## src/rtl/quabo_trig_pkg.sv

```systemverilog
// Shared trigger-path definitions: receiver FSM encoding, default qualification
// constants and a counter-width helper.
package quabo_trig_pkg;

  typedef enum logic [2:0] {
    IDLE     = 3'd0,
    QUAL     = 3'd1,
    FIRE     = 3'd2,
    HOLD     = 3'd3,
    WAIT_LOW = 3'd4
  } ext_trig_rx_state_t;

  localparam int EXT_TRIG_MIN_WIDTH  = 4;
  localparam int EXT_TRIG_HOLDOFF    = 64;
  localparam int EXT_TRIG_ECHO_BLANK = 8;

  // Bits needed to hold 0..max_val, never less than one.
  function automatic int cnt_bits(input int max_val);
    int w;
    w = $clog2(max_val + 1);
    return (w < 1) ? 1 : w;
  endfunction

endpackage

```

## src/rtl/trig_sync.sv

```systemverilog
// Multi-flop synchronizer for the asynchronous trigger pad input.
module trig_sync #(
  parameter int STAGES = 2
) (
  input  logic clk,
  input  logic rst,
  input  logic i_d,
  output logic o_q
);

  (* ASYNC_REG = "TRUE" *) logic [STAGES-1:0] r_sync;

  // Shift chain; stage 0 is the only flop that may go metastable.
  always_ff @(posedge clk or posedge rst) begin
    if (rst) begin
      r_sync <= {STAGES{1'b0}};
    end else begin
      r_sync <= {r_sync[STAGES-2:0], i_d};
    end
  end

  assign o_q = r_sync[STAGES-1];

endmodule

```

## src/rtl/ext_trig_rx.sv

```systemverilog
// External trigger receiver: synchronize, reject glitches and self-echo, emit one
// event per pulse. Optional timestamp latch built when EXT_TRIG_TIMESTAMP_EN is defined.
module ext_trig_rx
  import quabo_trig_pkg::*;
#(
  parameter int SYNC_STAGES = 2,
  parameter int MIN_WIDTH   = EXT_TRIG_MIN_WIDTH,
  parameter int HOLDOFF     = EXT_TRIG_HOLDOFF,
  parameter int ECHO_BLANK  = EXT_TRIG_ECHO_BLANK,
  parameter int CNT_W       = 32,
  parameter int TS_W        = 48
) (
  input  logic             clk,
  input  logic             rst,
  input  logic             ext_trig_in,
  input  logic             local_trig,
  input  logic             enable,
  input  logic             clear_cnt,
  output logic             trig_pulse,
  output logic [CNT_W-1:0] trig_count,
  output logic             busy,
  input  logic [TS_W-1:0]  ts_in,
  input  logic             ts_ack,
  output logic [TS_W-1:0]  trig_ts,
  output logic             trig_ts_valid,
  output logic             ts_overrun
);

  localparam int QW = cnt_bits(MIN_WIDTH);
  localparam int HW = cnt_bits(HOLDOFF);
  localparam int BW = cnt_bits(ECHO_BLANK);

  logic               w_s;
  logic               w_blanked;
  logic               w_qual;
  logic               w_fire;
  logic [BW-1:0]      r_blank_cnt;
  ext_trig_rx_state_t r_state;
  ext_trig_rx_state_t w_state_nxt;
  logic [QW-1:0]      r_qcnt;
  logic [QW-1:0]      w_qcnt_nxt;
  logic [HW-1:0]      r_hcnt;
  logic [HW-1:0]      w_hcnt_nxt;
  logic               r_trig_pulse;
  logic               r_busy;
  logic [CNT_W-1:0]   r_trig_count;

  trig_sync #(.STAGES(SYNC_STAGES)) u_sync (
    .clk (clk),
    .rst (rst),
    .i_d (ext_trig_in),
    .o_q (w_s)
  );

  // Echo blanking: the pad still shows our own drive for a while after release.
  always_ff @(posedge clk or posedge rst) begin
    if (rst) begin
      r_blank_cnt <= {BW{1'b0}};
    end else if (local_trig) begin
      r_blank_cnt <= BW'(ECHO_BLANK);
    end else if (r_blank_cnt != {BW{1'b0}}) begin
      r_blank_cnt <= r_blank_cnt - BW'(1);
    end
  end

  assign w_blanked = local_trig | (r_blank_cnt != {BW{1'b0}});
  assign w_qual    = w_s & ~w_blanked;
  assign w_fire    = (r_state == FIRE);

  // FSM state and counter registers.
  always_ff @(posedge clk or posedge rst) begin
    if (rst) begin
      r_state <= IDLE;
      r_qcnt  <= {QW{1'b0}};
      r_hcnt  <= {HW{1'b0}};
    end else begin
      r_state <= w_state_nxt;
      r_qcnt  <= w_qcnt_nxt;
      r_hcnt  <= w_hcnt_nxt;
    end
  end

  // Next-state logic for qualification, holdoff and release wait.
  always_comb begin
    w_state_nxt = r_state;
    w_qcnt_nxt  = r_qcnt;
    w_hcnt_nxt  = r_hcnt;
    if (!enable) begin
      w_state_nxt = IDLE;
      w_qcnt_nxt  = {QW{1'b0}};
      w_hcnt_nxt  = {HW{1'b0}};
    end else begin
      case (r_state)
        IDLE: begin
          if (w_qual && (MIN_WIDTH == 1)) begin
            w_state_nxt = FIRE;
            w_qcnt_nxt  = {QW{1'b0}};
          end else if (w_qual) begin
            w_state_nxt = QUAL;
            w_qcnt_nxt  = QW'(1);
          end else begin
            w_qcnt_nxt  = {QW{1'b0}};
          end
        end
        QUAL: begin
          if (!w_qual) begin
            w_state_nxt = IDLE;
            w_qcnt_nxt  = {QW{1'b0}};
          end else if (r_qcnt == QW'(MIN_WIDTH - 1)) begin
            w_state_nxt = FIRE;
            w_qcnt_nxt  = {QW{1'b0}};
          end else begin
            w_qcnt_nxt  = r_qcnt + QW'(1);
          end
        end
        FIRE: begin
          w_hcnt_nxt = HW'(HOLDOFF);
          if (HOLDOFF == 0) begin
            w_state_nxt = WAIT_LOW;
          end else begin
            w_state_nxt = HOLD;
          end
        end
        HOLD: begin
          if (r_hcnt != {HW{1'b0}}) begin
            w_hcnt_nxt = r_hcnt - HW'(1);
          end else begin
            w_hcnt_nxt = {HW{1'b0}};
          end
          if (r_hcnt <= HW'(1)) begin
            w_state_nxt = WAIT_LOW;
          end else begin
            w_state_nxt = HOLD;
          end
        end
        WAIT_LOW: begin
          if (!w_s) begin
            w_state_nxt = IDLE;
          end else begin
            w_state_nxt = WAIT_LOW;
          end
        end
        default: begin
          w_state_nxt = IDLE;
          w_qcnt_nxt  = {QW{1'b0}};
          w_hcnt_nxt  = {HW{1'b0}};
        end
      endcase
    end
  end

  // Outputs registered from the next state so they line up with the state itself.
  always_ff @(posedge clk or posedge rst) begin
    if (rst) begin
      r_trig_pulse <= 1'b0;
      r_busy       <= 1'b0;
    end else begin
      r_trig_pulse <= (w_state_nxt == FIRE);
      r_busy       <= (w_state_nxt != IDLE);
    end
  end

  // Saturating event counter; a clear coinciding with an event counts that event.
  always_ff @(posedge clk or posedge rst) begin
    if (rst) begin
      r_trig_count <= {CNT_W{1'b0}};
    end else if (w_fire) begin
      if (clear_cnt) begin
        r_trig_count <= CNT_W'(1);
      end else if (r_trig_count != {CNT_W{1'b1}}) begin
        r_trig_count <= r_trig_count + CNT_W'(1);
      end
    end else if (clear_cnt) begin
      r_trig_count <= {CNT_W{1'b0}};
    end
  end

  assign trig_pulse = r_trig_pulse;
  assign busy       = r_busy;
  assign trig_count = r_trig_count;

`ifdef EXT_TRIG_TIMESTAMP_EN
  logic [TS_W-1:0] r_trig_ts;
  logic            r_ts_valid;
  logic            r_ts_overrun;

  // Timestamp latch with valid/ack handshake; an ack in the fire cycle frees the slot.
  always_ff @(posedge clk or posedge rst) begin
    if (rst) begin
      r_trig_ts    <= {TS_W{1'b0}};
      r_ts_valid   <= 1'b0;
      r_ts_overrun <= 1'b0;
    end else if (w_fire) begin
      if (!r_ts_valid || ts_ack) begin
        r_trig_ts  <= ts_in;
        r_ts_valid <= 1'b1;
      end else begin
        r_ts_overrun <= 1'b1;
      end
    end else if (ts_ack) begin
      r_ts_valid <= 1'b0;
    end
  end

  assign trig_ts       = r_trig_ts;
  assign trig_ts_valid = r_ts_valid;
  assign ts_overrun    = r_ts_overrun;
`else
  logic w_unused_ts;
  assign w_unused_ts   = ^{ts_in, ts_ack};
  assign trig_ts       = {TS_W{1'b0}};
  assign trig_ts_valid = 1'b0;
  assign ts_overrun    = 1'b0;
`endif

endmodule

```

## config.mk

```make
export PLATFORM = sky130hd
export DESIGN_NAME = ext_trig_rx
export DESIGN_NICKNAME = d
export VERILOG_FILES = /design/src/rtl/quabo_trig_pkg.sv /design/src/rtl/trig_sync.sv /design/src/rtl/ext_trig_rx.sv
export SDC_FILE = /design/constraint.sdc
export NUM_CORES = 1
export LEC_CHECK = 0
export CELL_PAD_IN_SITES_DETAIL_PLACEMENT = 1
export CELL_PAD_IN_SITES_GLOBAL_PLACEMENT = 2
export CORE_AREA = 3 3 121 123
export DETAILED_ROUTE_END_ITERATION = 12
export DIE_AREA = 0 0 124 126
export PLACE_DENSITY_LB_ADDON = 0.1
export REMOVE_ABC_BUFFERS = 1
export SLEW_MARGIN = 10
export SYNTH_ARGS = -nofsm -noshare
export SYNTH_HDL_FRONTEND = slang
export SYNTH_SLANG_ARGS = --single-unit
```

## constraint.sdc

```tcl
create_clock -name clk -period 2.84 [get_ports clk]
set_input_delay 0.284 -clock clk [delete_from_list [all_inputs] [get_ports clk]]
set_output_delay 0.284 -clock clk [all_outputs]
set_load 0.05 [all_outputs]
```

==> results of run 1 <==
-- worst max-delay path: stages, from the launching register on --
cell     delay [ns]
dfrtp_1        0.44
ha_1           0.24
and3_1         0.24
nand4_4        0.18
o31ai_4        0.11
buf_12         0.19
nor4_1         0.38
mux2_4         0.33
-- metal layers --
| layer | vias up | global-route usage | part of all wire |
|---|---|---|---|
| li1 | 1246 | - | - |
| met1 | 1247 | 0.1518 | 0.46 |
| met2 | 40 | 0.1884 | 0.49 |
| met3 | 9 | 0.02559 | 0.030 |
| met4 | 0 | 0.03673 | 0.014 |
| met5 | - | 0 | 0 |
-- state kept, by name, summed over array words and instances, names as in the netlist --
signal / count
r_state: 3
trig_pulse: 1
busy: 1
u_sync.r_sync: 2
r_blank_cnt: 4
r_hcnt: 7
trig_count: 32
r_qcnt: 3
-- metrics by stage --
stage	setup TNS, ns	total power, mW
after global routing	0	1.920
after CTS	0	1.857
after detailed placement	0	1.176
final	0	1.814
after global placement	0	1.175
after floorplan	-0.03536	1.108
-- power breakdown --
group | total [mW] | internal, mW | switching, mW
registers | 0.829 | 0.792 | 0.0373
clock network | 0.653 | 0.334 | 0.318
logic | 0.332 | 0.0856 | 0.246
-- cell usage in the layout (no fill, tap or decap), drive strengths merged, types with 2 or more instances in the layout --
cell type	n
a2111oi	4
a211oi	3
a21oi	29
a311oi	2
and3	6
and4	4
buf	13
clkbuf	5
clkdlybuf4s50	39
clkinv	2
conb	50
dfrtp	53
ha	5
inv	16
nand2	20
nand3	15
nand3b	3
nand4	10
nor2	25
nor2b	4
nor3	2
nor3b	2
nor4	4
o211ai	3
o21ai	13
o31ai	13
or3	13
or4	12
xnor2	7
xor2	3
-- kinds of logic after synthesis --
group,count (synthesis)
compound gates,74
xor+xnor,10
fa+ha+maj,5
buf+inv,83
flops,53
mux,2
other cells,1
simple gates,124
-- worst paths after layout --
check	start	end	slack, ns	cells past startpoint
max in group asynchronous	rst	r_hcnt[5]	1.91	3
max reg2reg	trig_count[1]	trig_count[11]	0.61	7
min	rst	u_sync.r_sync[0]	0.28	2
max	trig_count[1]	trig_count[11]	0.61	7
min reg2reg	u_sync.r_sync[0]	u_sync.r_sync[1]	0.36	0
min in group clk	u_sync.r_sync[0]	u_sync.r_sync[1]	0.36	0
-- layout make-up --
class / count / share of cell area
sequential: 53 / 0.3464
clock buffer: 5 / 0.03268
timing repair buffer: 52 / 0.1307
tap: 180 / 0.05882
multi-input combinational: 265 / 0.4098
inverter: 15 / 0.01471
clock inverter: 3 / 0.006863
==> reports/metrics.yaml, run 1 <==
yosys:
  ys_warn_count: 0
  synthXorXnorAreaFrac: 0.02689
  synth_area_leaders: "dfrtp_1 41%, buf_4 12%, a21oi_1 4.5%, nor2_1 2.9%, o31ai_1 2.8%"
  netlist_area_sq_um: 3257
  synth_common_cells: "53 x dfrtp_1, 51 x buf_4, 29 x a21oi_1"
  synth_edf_count: 0
  synth_top_area_frac: 0.4072
  synth-main-ff-cell: "dfrtp_1"
  synth_simple_gate_area_frac: 0.2240
  netlist_instances: 352
  syn_area_per_cell_sq_um: 9.252
  async_flop_share: 1.000
  muxShareOfSynthArea: 0.007683
  synth_top_family_by_area: "simple AND/OR/NAND/NOR gates"
  synthAdderAreaFrac: 0.01921
  synth_seq_area_share: 0.4072
  yosysTopAreaCell: "dfrtp_1"
  synth-compound-area-share: 0.1464
  ys_types: 51
  synth_most_common_cell: "dfrtp_1"
  ys_seq_elements: 53
floorplanning:
  die_y_microns: 126
  dieArea_sq_um: 15620
  initial_utilization: 0.2365
  rows: 43
  die_x_microns: 124
  coreArea_sq_um: 13770
  ios: 139
grt:
  gr-total-overflow: 0
  grt_antenna_before_repair: 0
  grt_usage: 0.1156
  grt_max_degree: 35
  grt_pass1_vias: 2725
  grt_pass1_wl_microns: 14320
hold_path:
  hold_path.class: "in2async"
cts:
  holdBufCountCts: 0
  ctsHtreeMaxLevel: 2
  clkLatencyLatePin_ns: 0.30
  cts_made_buffers: 5
  postCtsSetupBuffers: 0
  cts_resized: 0
  clkSinkCount: 53
  clk_pin_slew_ns: 0.08
  root_buffer: "clkbuf_16"
  cts_tree: "built"
  cts_max_path_buffers: 2
job:
  cap_violations: 0
final_layout:
  diodes: 0
  fill_cells: 1671
  drive_above_1_share: 0.07634
  fin_util: 0.2780
  fin_area_sq_um: 3829
  area_growth_pct: 17.56
  fin_nets: 452
  fin_cells: 573
  ff_latch_area_sq_um: 1326
  multi_input_area_sq_um: 1569
place:
  dpl.cell_count: 565
  placed_area_sq_um: 3677
  dp_slack_ns: 0.5863
  dp.final_hpwl_microns: 6116
  port_buffers: 39
  place.gp.congestion: 0.7178
run_status:
  status: "complete, no violations"
sta:
  tightest_slew_ns: 0.6590
  slew_violations: 0
  hold_viol_final: 0
  setup_slack_ns: 0.6058
  period_share: 0.7867
  whs_ns: 0.2826
  rsz0062_at_grt: "false"
  slew_headroom: 0.5593
  skew_ns: 0.006160
  setup_viol: 0
  period_minus_slack_ns: 2.234
  fmax_ghz: 0.4476
setup_path:
  worstPathArrival_ns: 2.43
  path_class: "reg2reg"
  cp_max_fo: 34
  end_kind: "register"
  cp.required_ns: 3.04
  startpoint_type: "register"
drt:
  drc: 0
  dr.pass1.iters: 4
  drtIter0Drc: 117
  via_count: 2542
  ant_nets: 0
  wl_microns: 8374
  wl_per_cell_microns: 14.61
  vias_per_cell: 4.436
pwr:
  p_per_area_nw_per_um2: 473.8
  power_leakage_nw: 1.556
  ir_drop_uv: 205.2
No activity file was read; power rests on OpenSTA's default activity.
==> run 2: changes to the inputs <==
--- a/config.mk
+++ b/config.mk
@@ -7,9 +7,9 @@
 export LEC_CHECK = 0
 export CELL_PAD_IN_SITES_DETAIL_PLACEMENT = 1
 export CELL_PAD_IN_SITES_GLOBAL_PLACEMENT = 2
-export CORE_AREA = 3 3 121 123
+export CORE_AREA = 3 3 126 128
 export DETAILED_ROUTE_END_ITERATION = 12
-export DIE_AREA = 0 0 124 126
+export DIE_AREA = 0 0 129 131
 export PLACE_DENSITY_LB_ADDON = 0.1
 export REMOVE_ABC_BUFFERS = 1
 export SLEW_MARGIN = 10
==> constraint.sdc (replaced) <==
create_clock -name clk -period 2 [get_ports clk]
set_input_delay 0.2 -clock clk [delete_from_list [all_inputs] [get_ports clk]]
set_output_delay 0.2 -clock clk [all_outputs]
set_load 0.05 [all_outputs]
==> run 2 against run 1 <==
Net effect:
- clock skew increased by 0.0013 ns
- hold slack lost 0.070 ns
- maximum frequency rose by 16%
- flip-flop and latch count stayed put
- combinational power increased by 48%
- clock power is 64% higher
- sequential share of layout area down 4.7 points
- die area grew 8.2%
- cell count is 12% higher
- largest cell class unchanged
==> reports/metrics.yaml, run 2 (synthesis gave the netlist of run 1 again) <==
pwr:
  ir_drop_uv: 313.4
  p_per_area_nw_per_um2: 617.4
  power_leakage_nw: 1.896
  finalPower_mw: 2.736
drt:
  wl_microns: 9147
  ant_nets: 0
  dr.pass1.iters: 4
  wl_per_cell_microns: 14.29
  vias_per_cell: 4.331
  drtIter0Drc: 77
  drc: 0
  via_count: 2772
sta:
  period_minus_slack_ns: 1.931
  tightest_slew_ns: 0.5595
  hold_viol_final: 0
  period_share: 0.9653
  skew_ns: 0.007432
  slew_violations: 0
  fmax_ghz: 0.5180
  slew_headroom: 0.6219
  setup_viol: 0
  setup_slack_ns: 0.06945
  rsz0062_at_grt: "true"
cts:
  cts_max_path_buffers: 2
  holdBufCountCts: 0
  clkSinkCount: 53
  cts_made_buffers: 5
  postCtsSetupBuffers: 0
  root_buffer: "clkbuf_16"
  ctsHtreeMaxLevel: 2
  clkLatencyLatePin_ns: 0.31
  cts_tree: "built"
  clk_pin_slew_ns: 0.08
place:
  place.gp.congestion: 0.7014
  dp.final_hpwl_microns: 6673
  port_buffers: 39
  dp_slack_ns: -0.09243
floorplanning:
  initial_utilization: 0.2175
  coreArea_sq_um: 14980
  ios: 139
  dieArea_sq_um: 16900
  rows: 45
  die_y_microns: 131
  die_x_microns: 129
final_layout:
  area_growth_pct: 36.07
  fin_util: 0.2959
  fill_cells: 1759
  layout_common_cells: "64 x buf_4, 53 x dfrtp_1, 50 x conb_1, 39 x clkdlybuf4s50_1, 25 x nor2_1"
  fin_nets: 511
  diodes: 0
  drive_above_1_share: 0.2301
  largest_reg_flops: 32
  final_common_cell: "buf_4"
grt:
  gr-total-overflow: 0
  grt_max_degree: 37
  grt_antenna_before_repair: 0
  grt_pass1_wl_microns: 15060
  grt_usage: 0.1129
  grt_pass1_vias: 2898
job:
  cap_violations: 0
setup_path:
  end_kind: "register"
  worstPathArrival_ns: 2.13
  max_stage_delay_ns: 0.45
  path_class: "reg2reg"
  cp_slowest_cell: "o31ai_4"
  r2r_cells: 6
  startpoint_type: "register"
  cp.required_ns: 2.20
  cp_cell_sequence: "and4_4, nand4_1, o31ai_4, nor4_1, buf_4, mux2_4"
  cp_max_fo: 6
hold_path:
  hold_path.class: "in2async"
run_status:
  status: "complete, no violations"
run 2: per-layer routing:
layer,routed length (microns),global-route usage,vias up
met1,4194,0.1444,1370
met4,120,0.04262,0
met5,0,0,-
met2,4538,0.1890,38
met3,294,0.02195,7
li1,-,-,1357
run 2: area by class of cell:
class                   instances  area [sq um]  area share
clock buffers                   6         138.9     0.03134
inverters                      15         56.30     0.01270
repair buffers                111         996.0      0.2247
well taps                     188         235.2     0.05308
flip-flops and latches         53          1326      0.2993
multi-input cells             265          1642      0.3704
clock inverters                 2         37.54    0.008470
run 2: repair_timing:
action,4_1_cts,5_1_grt
cloned,0,0
setup endpoints to repair,10,22
pin swaps,1,0
gates resized for setup,1,26
run 2: critical path, delay by kind of cell (launching register included):
family	cells	cell delay, ns
multiplexers	1	0.29
flip-flops	1	0.40
AND/OR/NAND/NOR	3	0.53
buffers and inverters	1	0.16
AO/OA/AOI/OAI	1	0.45
run 2: power by group:
group	internal, mW	switching, mW
clock	0.627	0.447
sequential	1.12	0.0449
combinational	0.135	0.358
run 2: path summary, 6_finish.rpt:
path                       slack (ns)              from                to
max                              0.07    trig_count[25]    trig_count[11]
max reg2reg                      0.07    trig_count[25]    trig_count[11]
min                              0.21               rst              busy
min reg2reg                      0.37  u_sync.r_sync[0]  u_sync.r_sync[1]
min in group clk                 0.33       ext_trig_in  u_sync.r_sync[0]
max in group asynchronous        1.22               rst     trig_count[2]
run 2: metrics by stage:
step | cell area [sq um] | TNS [ns] | hold WS [ns] | instances
6_report | 4432 | 0 | 0.2123 | 640
5_1_grt | 4432 | -0.06981 | 0.2522 | 640
4_1_cts | 4335 | 0 | 0.2357 | 640
3_5_place_dp | 4155 | -0.2541 | 0.3556 | 632
3_3_place_gp | 4155 | -0.2134 | 0.3447 | 632
2_1_floorplan | 2952 | -16.72 | 0.2314 | 333
